## config.mk

```make
export PLATFORM = sky130hd
export DESIGN_NAME = sccb_clk_phase_gen
export DESIGN_NICKNAME = d
export VERILOG_FILES = /design/src/rtl/sccb_pkg.sv /design/src/rtl/sccb_sync_2ff.sv /design/src/rtl/sccb_clk_phase_gen.sv
export SDC_FILE = /design/constraint.sdc
export NUM_CORES = 1
export LEC_CHECK = 0
export CAP_MARGIN = 20
export CORE_UTILIZATION = 45
export CTS_CLUSTER_SIZE = 40
export DETAILED_ROUTE_END_ITERATION = 12
export PLACE_DENSITY = 0.7
export RECOVER_POWER = 25
export SYNTH_ARGS = -nofsm -noshare
export SYNTH_HDL_FRONTEND = slang
export SYNTH_HIERARCHICAL = 1
export SYNTH_SLANG_ARGS = --single-unit
```

## constraint.sdc

```tcl
create_clock -name clk -period 3.4 [get_ports clk]
set_clock_uncertainty 0.05 [all_clocks]
set_input_delay 0.51 -clock clk [delete_from_list [all_inputs] [get_ports clk]]
set_output_delay 0.51 -clock clk [all_outputs]
set_load 0.01 [all_outputs]
```

## src/rtl/sccb_pkg.sv

```systemverilog
// Shared constants and helpers for the SCCB SIO_C timing generator.
package sccb_pkg;

  localparam int unsigned SCCB_CNT_W = 16;

  typedef enum logic {
    PHASE_LOW  = 1'b0,
    PHASE_HIGH = 1'b1
  } phase_e;

  // Shortest legal SIO_C half period, in clk cycles, for a given clock/bus rate pair.
  function automatic int unsigned min_hcyc(input int unsigned clk_freq,
                                           input int unsigned max_sccb_freq);
    return clk_freq / (max_sccb_freq * 2);
  endfunction

endpackage

```

## src/rtl/sccb_sync_2ff.sv

```systemverilog
// Two-flop synchroniser for asynchronous pad inputs; resets to all ones (bus idle high).
module sccb_sync_2ff #(
  parameter int unsigned W = 1
) (
  input  logic         clk,
  input  logic         rst_n,
  input  logic [W-1:0] d,
  output logic [W-1:0] q
);

  logic [W-1:0] meta_p0;
  logic [W-1:0] sync_p1;

  always_ff @(posedge clk or negedge rst_n) begin
    if (!rst_n) begin
      meta_p0 <= '1;
      sync_p1 <= '1;
    end else begin
      meta_p0 <= d;
      sync_p1 <= meta_p0;
    end
  end

  assign q = sync_p1;

endmodule

```

## src/rtl/sccb_clk_phase_gen.sv

```systemverilog
// SIO_C half-period timer and strobe generator for the SCCB master.
// Optional clock stretching by the slave is enabled with the SCCB_STRETCH_EN macro.
module sccb_clk_phase_gen
  import sccb_pkg::*;
#(
  parameter int unsigned INTERNAL_CLK_FREQ = 125_000_000,
  parameter int unsigned MAX_SCCB_FREQ     = 100_000,
  parameter int unsigned CNT_W             = SCCB_CNT_W
) (
  input  logic             clk,
  input  logic             rst_n,
  input  logic             cntr_en_i,
  input  logic [CNT_W-1:0] hcyc_len_i,
`ifdef SCCB_STRETCH_EN
  input  logic             sio_c_i,
`endif
  output logic             phase_o,
  output logic             sio_c_tgl_en_o,
  output logic             tick_setup_o,
  output logic             tick_sample_o,
  output logic             cycle_done_o,
  output logic [CNT_W-1:0] hcyc_eff_o,
  output logic             stretch_o
);

  localparam logic [CNT_W-1:0] MIN_HCYC = CNT_W'(min_hcyc(INTERNAL_CLK_FREQ, MAX_SCCB_FREQ));
  localparam logic [CNT_W-1:0] CNT_ONE  = CNT_W'(1);

  logic [CNT_W-1:0] cnt;
  logic [CNT_W-1:0] hcyc_q;
  phase_e           phase;

  logic [CNT_W-1:0] hcyc_eff;
  logic [CNT_W-1:0] mid;
  logic             run;
  logic             at_last;
  logic             at_mid;
  logic             hold;
  logic             tgl;

  assign hcyc_eff = (hcyc_len_i < MIN_HCYC) ? MIN_HCYC : hcyc_len_i;
  assign mid      = hcyc_q >> 1;
  assign run      = cntr_en_i;
  assign at_last  = (cnt == (hcyc_q - CNT_ONE));
  assign at_mid   = (cnt == mid);

`ifdef SCCB_STRETCH_EN
  logic sio_c_sync;

  sccb_sync_2ff #(
    .W (1)
  ) u_sio_c_sync (
    .clk   (clk),
    .rst_n (rst_n),
    .d     (sio_c_i),
    .q     (sio_c_sync)
  );

  // The slave can only hold SIO_C low during the high half; the pad lags the
  // rising toggle by the synchroniser depth, so cnt==0 of the high half is held too.
  assign hold = (phase == PHASE_HIGH) && !sio_c_sync;
`else
  assign hold = 1'b0;
`endif

  assign tgl = run && at_last && !hold;

  always_ff @(posedge clk or negedge rst_n) begin
    if (!rst_n) begin
      cnt    <= '0;
      phase  <= PHASE_LOW;
      hcyc_q <= MIN_HCYC;
    end else if (!run) begin
      cnt    <= '0;
      phase  <= PHASE_LOW;
      hcyc_q <= hcyc_eff;
    end else if (hold) begin
      cnt <= cnt;
    end else if (at_last) begin
      cnt <= '0;
      if (phase == PHASE_HIGH) begin
        phase  <= PHASE_LOW;
        // New length only lands on a full-cycle boundary so SIO_C never glitches.
        hcyc_q <= hcyc_eff;
      end else begin
        phase <= PHASE_HIGH;
      end
    end else begin
      cnt <= cnt + CNT_ONE;
    end
  end

  assign phase_o        = (phase == PHASE_HIGH);
  assign sio_c_tgl_en_o = tgl;
  assign tick_setup_o   = run && (phase == PHASE_LOW) && at_mid;
  assign tick_sample_o  = run && (phase == PHASE_HIGH) && at_mid && !hold;
  assign cycle_done_o   = tgl && (phase == PHASE_HIGH);
  assign hcyc_eff_o     = hcyc_q;
  assign stretch_o      = run && hold;

endmodule

```

== After elaboration in Yosys (flattened, before gate mapping) ==
Index checks and enable logic that the tools add are counted.
Word-level totals
  word-level logic and storage cells: 27
  output and inout port bits: 22
  flip-flop bits (word level): 33
Cells by class
  $lt $le $gt $ge: 1
  bitwise gates (word level): 1
  multiplexer cells: 9
  reductions and logical operators: 7
  eq/ne operators: 4
  add/subtract/negate cells: 2
Operators by type and width (count)
  $mux 16: 6
  $add 16x1->16 const B: 1
  $eq 16x15->1: 1
  $eq 16x16->1: 1
  $lt 16x10->1 const B: 1
  $sub 16x1->16 const B: 1
  $logic_and 1x1->1: 6
  $ne 2x1->1 const B: 2
  $mux 1: 3
  $reduce_and 2->1: 1
  $not 1->1: 1

== Longest topological paths before layout ==
Gate-level depths: netlist of run 1.
  depth after elaboration: 5
  depth in mapped cells: 12
  depth with buffers taken out: 9

== Worst setup path before layout of run 1 ==
OpenSTA, ideal clock, no wires.
  path type: reg2out
  start: reg hcyc_q[1], in the netlist hcyc_eff_o[1]
  end: out cycle_done_o
  slack: 0.034 ns
  data arrival time: 2.806 ns
  cell stages (with the launch flop): 10
  buffers on the path: 1
  cells stage by stage: dfrtp_1 > inv_1 > ha_1 > or3b_1 > clkbuf_1 > or3_4 > a2111oi_4 > o2111ai_2 > nor3b_1 > nor4b_1
Between the ends
  longest elaborated chain between the ends: 4
Ends and longest elaborated chain
  from (decl): RTL line sccb_clk_phase_gen.sv:30  | logic [CNT_W-1:0] hcyc_q;
  from (signal assigned): RTL line sccb_clk_phase_gen.sv:76  | hcyc_q <= hcyc_eff;
  from (signal assigned): RTL line sccb_clk_phase_gen.sv:84  | hcyc_q <= hcyc_eff;
  $sub 16x1->16: RTL line sccb_clk_phase_gen.sv:44  | assign at_last = (cnt == (hcyc_q - CNT_ONE));
  $eq 16x16->1: RTL line sccb_clk_phase_gen.sv:44
  $logic_and 1x1->1: RTL line sccb_clk_phase_gen.sv:66  | assign tgl = run && at_last && !hold;
  $logic_and 1x1->1: RTL line sccb_clk_phase_gen.sv:97  | assign cycle_done_o = tgl && (phase == PHASE_HIGH);
  to (decl): RTL line sccb_clk_phase_gen.sv:21  | output logic cycle_done_o,
No other way between the ends.

== Worst setup path after layout of run 1 ==
  start: reg hcyc_q[0], in the netlist hcyc_eff_o[0]
  end: out sio_c_tgl_en_o
Between the ends
  longest elaborated chain between the ends: 3
Ends and longest elaborated chain
  $sub 16x1->16: RTL line sccb_clk_phase_gen.sv:44
  $eq 16x16->1: RTL line sccb_clk_phase_gen.sv:44
  $logic_and 1x1->1: RTL line sccb_clk_phase_gen.sv:66
  to (decl): RTL line sccb_clk_phase_gen.sv:18  | output logic sio_c_tgl_en_o,
No other way between the ends.

==> impl_metrics.csv, run 1 <==
group,metric,value,unit
timing,setup_violations,0,
outcome,outcome,"finished, violations left",
drt,detailroute.wirelength.met2,3082,µm
clocking,clk_pin_slew_worst_paths,0.07,ns
clocking,tritoncts,"built",
global_routing,overflow,0,
logic_synthesis,synth-edff-count,0,
setup_path,worst-r2r-setup-slack,0.11,ns
timing,max_clock_freq,295.9,MHz
setup_path,r2r_path_end,"hcyc_eff_o[3]",
clocking,hold_buffers,0,
logic_synthesis,syn-instance-count,268,
timing,whs,0.5248,ns
finish,nFillCells,455,
timing,timing_worst_slew_pin_value,1.849,ns
logic_synthesis,most_frequent_cell_after_synthesis,"sky130_fd_sc_hd__nor2_1",
logic_synthesis,synth.ff_latch_count,33,
floorplanning,count_of_boundary_i_o_pins,41,
logic_synthesis,synthesized_nets,289,
logic_synthesis,async_reset_ff_share,100.0,%
floorplanning,floorplan.die.height,75.97,µm
clocking,h-tree-depth,2,
global_routing,pin_count_of_the_biggest_net_entering_global_routing,34,
placement,place.port_buffers,39,
hold_path,worst_hold_launch,"cnt[0]",
timing,rsz0062_at_grt,"yes",
logic_synthesis,yosys-top-cells-count,"sky130_fd_sc_hd__nor2_1, sky130_fd_sc_hd__dfrtp_1, sky130_fd_sc_hd__xnor2_1, sky130_fd_sc_hd__xor2_1, sky130_fd_sc_hd__clkbuf_1",
timing,setup_ws,0.02088,ns
finish,final_util,61.30,%
setup_path,setup.worst_path.end_class,"output port",
floorplanning,floorplan.initialDensity,47.61,%
drt,initialDrtViolationCount,125,
pwr,p_leak,1.269,nW
logic_synthesis,post_synth_num_cell_types,54,
flow_run,max_cap_viol_count,1,
logic_synthesis,synth_top_area_share,28.46,%
timing,min_period_over_period,99.39,%
logic_synthesis,synthDominantAreaCellType,"sky130_fd_sc_hd__dfrtp_1",
drt,route.top_layer_used,"met4",
timing,fin_hold_viols,0,
floorplanning,die_area,0.005771,mm²
finish,nets,337,
drt,drc,0,
logic_synthesis,synth.yosys.warnings,6,
setup_path,timing.critical_path.required,2.84,ns
setup_path,timing.critical_path.from_type,"flip-flop",
drt,totalWireLength,6278,µm
placement,place_ws,-0.2083,ns
setup_path,ff2ff_path_depth,12,
placement,gp_congestion,0.9310,
drt,met1_length,2840,µm
drt,vias_per_cell,5.413,
timing,maxSlewHeadroom,-23.26,%
setup_path,critical_path_fanouts_max,3,
logic_synthesis,synth_flop_cell,"sky130_fd_sc_hd__dfrtp_1",
logic_synthesis,sequential_element_share_of_the_synthesized_area,33.79,%
drt,num_vias,2095,
hold_path,hold_end,"cnt[0]",
placement,postPlaceCellArea,0.003015,mm²
global_routing,antenna_violations_before_repair,0,
drt,antenna_violating_nets_left,0,
global_routing,grt_pass1_wl,10360,µm
pwr,max-vdd-ir-drop,0.1958,mV
timing,timing_max_transition_violations_final,34,
floorplanning,core,0.005172,mm²
drt,routed-wl-met3,238,µm
drt,drt-wirelength-per-cell,16.22,µm
hold_path,hold_path_depth,1,
hold_path,worst_hold_path_type,"reg2reg",
logic_synthesis,post_synth_main_area_contributors,"sky130_fd_sc_hd__dfrtp_1, sky130_fd_sc_hd__xnor2_1, sky130_fd_sc_hd__xor2_1",
global_routing,grt_pass1_vias,2056,
clocking,clock_tree.root_cell,"sky130_fd_sc_hd__clkbuf_8",
setup_path,regToRegStartpoint,"hcyc_eff_o[0]",
finish,antennaDiodeCount,0,
finish,layout-drive-gt1-share,21.45,%
pwr,powerDensity,333.6,mW/mm²
floorplanning,num_rows,26,
clocking,cts.sink_count,33,
finish,area_delta_synth_final,28.76,%
global_routing,global_route_usage_sum,23.12,%
outcome,violations_in_the_final_reports,"capacitance limit, slew limit",
logic_synthesis,synthesis.area_per_instance,9.188,µm²
clocking,cts-buffers-inserted,5,
setup_path,cp.arrival,2.82,ns
placement,dp_hpwl,4627,µm
clocking,clk_path_buf_depth,2,
floorplanning,die_width,75.97,µm
logic_synthesis,syn-cell-area,0.002462,mm²
timing,final_period_minus_worst_setup_slack,3.379,ns
setup_path,criticalPathCategory,"reg2out",
finish,final_area,0.003171,mm²
drt,drt_first_pass_iters,4,
clocking,clkLatencyLatePin,0.29,ns
[cell families (layout without fill, tap and decap cells)]
kind of cell / count (synthesis) / count (layout) / synth area share (%)
other: 1 / 1 / 0.1523
buffers and inverters: 34 / 83 / 7.063
multiplexers: 14 / 14 / 6.605
AND/OR/NAND/NOR: 106 / 106 / 24.44
flip-flops: 33 / 33 / 33.79
XOR/XNOR: 50 / 50 / 17.78
AO/OA/AOI/OAI: 28 / 28 / 9.147
adder cells (fa/ha/maj): 2 / 2 / 1.016
[registers in the layout, summed over array words and instances, names as in the netlist]
name and count:
cnt 16, hcyc_eff_o 16, phase_o 1
[power by group]
group,internal [W],leakage (nW),switching (W),total [W]
registers,0.000419,0.417,0.0000284,0.000447
logic,0.000159,0.806,0.000148,0.000306
clock network,0.000165,0.0455,0.000139,0.000304
[worst max path at each step]
stage | startpoint | end | slack, ns | cells past startpoint
6_report | hcyc_eff_o[0] | sio_c_tgl_en_o | 0.02 | 10
5_1_grt | hcyc_eff_o[1] | sio_c_tgl_en_o | -0.09 | 10
4_1_cts | hcyc_eff_o[1] | cycle_done_o | -0.06 | 9
3_5_place_dp | hcyc_eff_o[0] | cycle_done_o | -0.21 | 9
3_3_place_gp | hcyc_eff_o[1] | cycle_done_o | -0.1 | 9
2_1_floorplan | hcyc_eff_o[1] | cycle_done_o | 0.03 | 9
[metrics by stage]
step,total power (W),instances,TNS [ns]
finish,0.001058,387,0
global route,0.001111,387,-0.1615
floorplan,0.0006107,268,0
detailed placement,0.0007445,378,-0.3494
CTS,0.001057,386,-0.06076
global placement,0.0007384,378,-0.1445
[routing by layer]
| metal | global-route usage [%] | up-vias |
|---|---|---|
| li1 | - | 1020 |
| met4 | 10.58 | 0 |
| met3 | 4.431 | 8 |
| met2 | 37.55 | 58 |
| met1 | 29.85 | 1009 |
| met5 | 0 | - |
[critical path, cell delays in order, from the launching register on]
cell and delay [ns]:
sky130_fd_sc_hd__dfstp_2 0.38, sky130_fd_sc_hd__inv_2 0.07, sky130_fd_sc_hd__ha_4 0.13, sky130_fd_sc_hd__or3b_4 0.39, sky130_fd_sc_hd__or3_4 0.39, sky130_fd_sc_hd__a2111oi_4 0.32, sky130_fd_sc_hd__o2111ai_2 0.22, sky130_fd_sc_hd__buf_4 0.19
sky130_fd_sc_hd__nor4_4 0.15, sky130_fd_sc_hd__and2_1 0.15, sky130_fd_sc_hd__buf_2 0.12
[cell usage in the layout, fill, tap and decap left out, types with 3 or more instances in the layout]
cell,netlist,layout
sky130_fd_sc_hd__clkbuf_8,0,6
sky130_fd_sc_hd__nor2_1,34,34
sky130_fd_sc_hd__xnor2_1,25,25
sky130_fd_sc_hd__clkdlybuf4s50_1,0,36
sky130_fd_sc_hd__nand4_1,3,3
sky130_fd_sc_hd__nor3_1,5,5
sky130_fd_sc_hd__xor2_1,25,25
sky130_fd_sc_hd__nand2_1,8,8
sky130_fd_sc_hd__nor4b_1,4,3
sky130_fd_sc_hd__nor4_1,10,9
sky130_fd_sc_hd__a21oi_1,6,6
sky130_fd_sc_hd__clkbuf_1,15,3
sky130_fd_sc_hd__nand3_1,10,10
sky130_fd_sc_hd__mux2_2,6,6
sky130_fd_sc_hd__dfrtp_1,28,28
sky130_fd_sc_hd__o21ai_0,6,4
sky130_fd_sc_hd__inv_1,7,5
sky130_fd_sc_hd__mux2_4,3,3
sky130_fd_sc_hd__dfstp_2,5,5
sky130_fd_sc_hd__mux2i_1,5,5
sky130_fd_sc_hd__a211oi_1,3,3
sky130_fd_sc_hd__nor2b_1,6,6
sky130_fd_sc_hd__nand2b_1,6,6
sky130_fd_sc_hd__buf_4,1,27
[final cells by class]
type	instances	area [µm²]	share of cell area, %
clock buffer	8	90.09	2.841
inverter	7	26.28	0.8287
tap	70	87.58	2.762
timing repair buffer	68	606.8	19.14
multi-input combinational	201	1528	48.18
sequential	33	832.0	26.24
[what timing repair did]
action,4_1_cts,5_1_grt
buffers inserted,0,1
pin swaps,4,3
gates resized for setup,14,11
hold endpoints to repair,0,0
setup endpoints to repair,2,11
(Power assumes the default switching activity.)
==> run 2: changes to the inputs <==
--- a/config.mk
+++ b/config.mk
@@ -6,6 +6,7 @@
 export NUM_CORES = 1
 export LEC_CHECK = 0
 export CAP_MARGIN = 20
+export CORE_ASPECT_RATIO = 0.8
 export CORE_UTILIZATION = 45
 export CTS_CLUSTER_SIZE = 40
 export DETAILED_ROUTE_END_ITERATION = 12
==> run 2 against run 1 <==
Compared with the run above: the flow finishes with violations (DRC, capacitance limit, slew limit); via count increased by 0.14%; global-route usage barely moved; largest cell class unchanged; first-iteration DRC count fell by 33%; total power decreased by 1.9%; clock power shrank 5%; cell count down 1.0%.
==> impl_metrics.csv, run 2 (same netlist as run 1, synthesis figures left out) <==
group,metric,value,unit
outcome,outcome,"finished, violations left",
outcome,violations_in_the_final_reports,"DRC, capacitance limit, slew limit",
timing,max_clock_freq,296.1,MHz
finish,stdcell_count,383,
global_routing,grt_pass1_wl,9984,µm
clocking,tritoncts,"built",
drt,antenna_violating_nets_left,0,
floorplanning,core,0.005122,mm²
pwr,power.total,0.001038,W
drt,num_vias,2098,
drt,initialDrtViolationCount,84,
floorplanning,num_rows,23,
floorplanning,floorplan.initialDensity,48.07,%
timing,timing_worst_slew_pin_value,1.823,ns
setup_path,cp_slowest_stage_delay,0.40,ns
floorplanning,count_of_boundary_i_o_pins,41,
timing,final_period_minus_worst_setup_slack,3.377,ns
clocking,hold_buffers,0,
hold_path,worst_hold_launch,"cnt[0]",
clocking,cts-buffers-inserted,5,
placement,place.port_buffers,39,
timing,rsz0062_at_grt,"yes",
timing,timing_max_transition_violations_final,34,
timing,setup_violations,0,
setup_path,setup.worst_path.end_class,"output port",
global_routing,pin_count_of_the_biggest_net_entering_global_routing,34,
timing,maxSlewHeadroom,-21.55,%
clocking,clkLatencyLatePin,0.29,ns
placement,place_ws,-0.1745,ns
setup_path,regToRegStartpoint,"hcyc_eff_o[1]",
hold_path,hold_path_depth,1,
global_routing,global_route_usage_sum,23.11,%
timing,min_period_over_period,99.33,%
placement,gp_congestion,0.9074,
global_routing,antenna_violations_before_repair,0,
floorplanning,floorplan.die.height,68.16,µm
drt,drc,4,
finish,antennaDiodeCount,0,
setup_path,ff2ff_path_depth,12,
timing,setup_ws,0.02272,ns
clocking,clock_tree.root_cell,"sky130_fd_sc_hd__clkbuf_8",
setup_path,cp.arrival,2.82,ns
setup_path,timing.critical_path.required,2.84,ns
floorplanning,die_area,0.005773,mm²
setup_path,worst-r2r-setup-slack,0.16,ns
finish,layout.cells.most_common,"sky130_fd_sc_hd__clkdlybuf4s50_1",
timing,fin_hold_viols,0,
drt,vias_per_cell,5.478,
drt,drt-wirelength-per-cell,15.92,µm
finish,mostFrequentLayoutCells,"sky130_fd_sc_hd__clkdlybuf4s50_1, sky130_fd_sc_hd__nor2_1, sky130_fd_sc_hd__buf_4",
hold_path,worst_hold_path_type,"reg2reg",
pwr,powerDensity,329.7,mW/mm²
setup_path,cpMaxStageDelayCell,"sky130_fd_sc_hd__or3_4",
drt,drt_first_pass_iters,12,
clocking,h-tree-depth,2,
clocking,clk_path_buf_depth,2,
finish,layout-drive-gt1-share,21.18,%
flow_run,max_cap_viol_count,1,
pwr,p_leak,1.267,nW
finish,area_delta_synth_final,27.79,%
setup_path,timing.critical_path.from_type,"flip-flop",
pwr,max-vdd-ir-drop,0.2370,mV
setup_path,critical_path_fanouts_max,2,
setup_path,path_cells,"inv_2 > ha_4 > or3b_4 > or3_4 > a2111oi_4 > o2111ai_2 > buf_4 > nor4_4 > and2_1 > buf_2",
setup_path,criticalPathCategory,"reg2out",
global_routing,grt_pass1_vias,1965,
placement,dp_hpwl,4567,µm
floorplanning,die_width,84.71,µm
finish,nets,341,
setup_path,r2r_path_end,"hcyc_eff_o[7]",
hold_path,hold_end,"cnt[0]",
placement,placed_cells,374,
clocking,clk_pin_slew_worst_paths,0.07,ns
clocking,cts.sink_count,33,
drt,totalWireLength,6097,µm
global_routing,overflow,0,
run 2: worst max-delay path by stage:
| stage | from | to | slack [ns] | depth (start not counted) |
|---|---|---|---|---|
| after detailed placement | hcyc_eff_o[1] | cycle_done_o | -0.17 | 9 |
| final | hcyc_eff_o[1] | sio_c_tgl_en_o | 0.02 | 10 |
| after global placement | hcyc_eff_o[1] | cycle_done_o | -0.12 | 9 |
| after floorplan | hcyc_eff_o[1] | cycle_done_o | 0.03 | 9 |
| after global routing | hcyc_eff_o[1] | sio_c_tgl_en_o | -0.08 | 10 |
| after CTS | hcyc_eff_o[1] | sio_c_tgl_en_o | 0.01 | 10 |
run 2: metal layers:
layer | GRT usage (%) | share of wire [%]
met1 | 32.01 | 47
met2 | 36.28 | 46
met3 | 4.343 | 6.0
met4 | 8.686 | 0.89
met5 | 0 | 0
run 2: metrics by stage:
| step | TNS, ns | hold slack, ns | utilization, % | cell area [µm²] |
|---|---|---|---|---|
| 5_1_grt | -0.1133 | 0.5261 | 61.43 | 3147 |
| 6_report | 0 | 0.5040 | 61.43 | 3147 |
| 2_1_floorplan | 0 | 0.1644 | - | 2462 |
| 3_5_place_dp | -0.2990 | 0.4995 | 59.26 | 3035 |
| 3_3_place_gp | -0.1777 | 0.4964 | 59.26 | 3035 |
| 4_1_cts | 0 | 0.5090 | 60.92 | 3120 |
run 2: timing repair:
action | 4_1_cts | 5_1_grt
pin swaps | 3 | 1
gates resized for setup | 13 | 6
buffers inserted | 0 | 1
hold endpoints to repair | 0 | 0
setup endpoints to repair | 2 | 10
run 2: area by class of cell:
type	instances	area, µm²
sequential	33	832.0
timing repair buffer	72	636.9
fill	454	1976
inverter	7	26.28
multi-input combinational	201	1494
tap	62	77.57
clock buffer	8	80.08
run 2: power by group:
part	total, W	internal (W)	switching [W]	leakage [nW]
registers	0.000445	0.000419	0.0000262	0.417
logic	0.000303	0.000160	0.000143	0.811
clock network	0.000290	0.000145	0.000144	0.0395
run 2: worst max-delay path, delay by kind of cell (launching register included):
family,cells,cell delay [ns]
AO/OA/AOI/OAI,2,0.54
adder cells (fa/ha/maj),1,0.12
AND/OR/NAND/NOR,4,1.07
flip-flops,1,0.39
buffers and inverters,3,0.41
==> run 3: changes to the inputs <==
--- a/config.mk
+++ b/config.mk
@@ -5,7 +5,7 @@
 export SDC_FILE = /design/constraint.sdc
 export NUM_CORES = 1
 export LEC_CHECK = 0
-export CAP_MARGIN = 20
+export CAP_MARGIN = 5
 export CORE_ASPECT_RATIO = 0.8
 export CORE_UTILIZATION = 45
 export CTS_CLUSTER_SIZE = 40
==> results of run 3 <==
The final DEF is identical to that of run 2; final timing and power are the same.
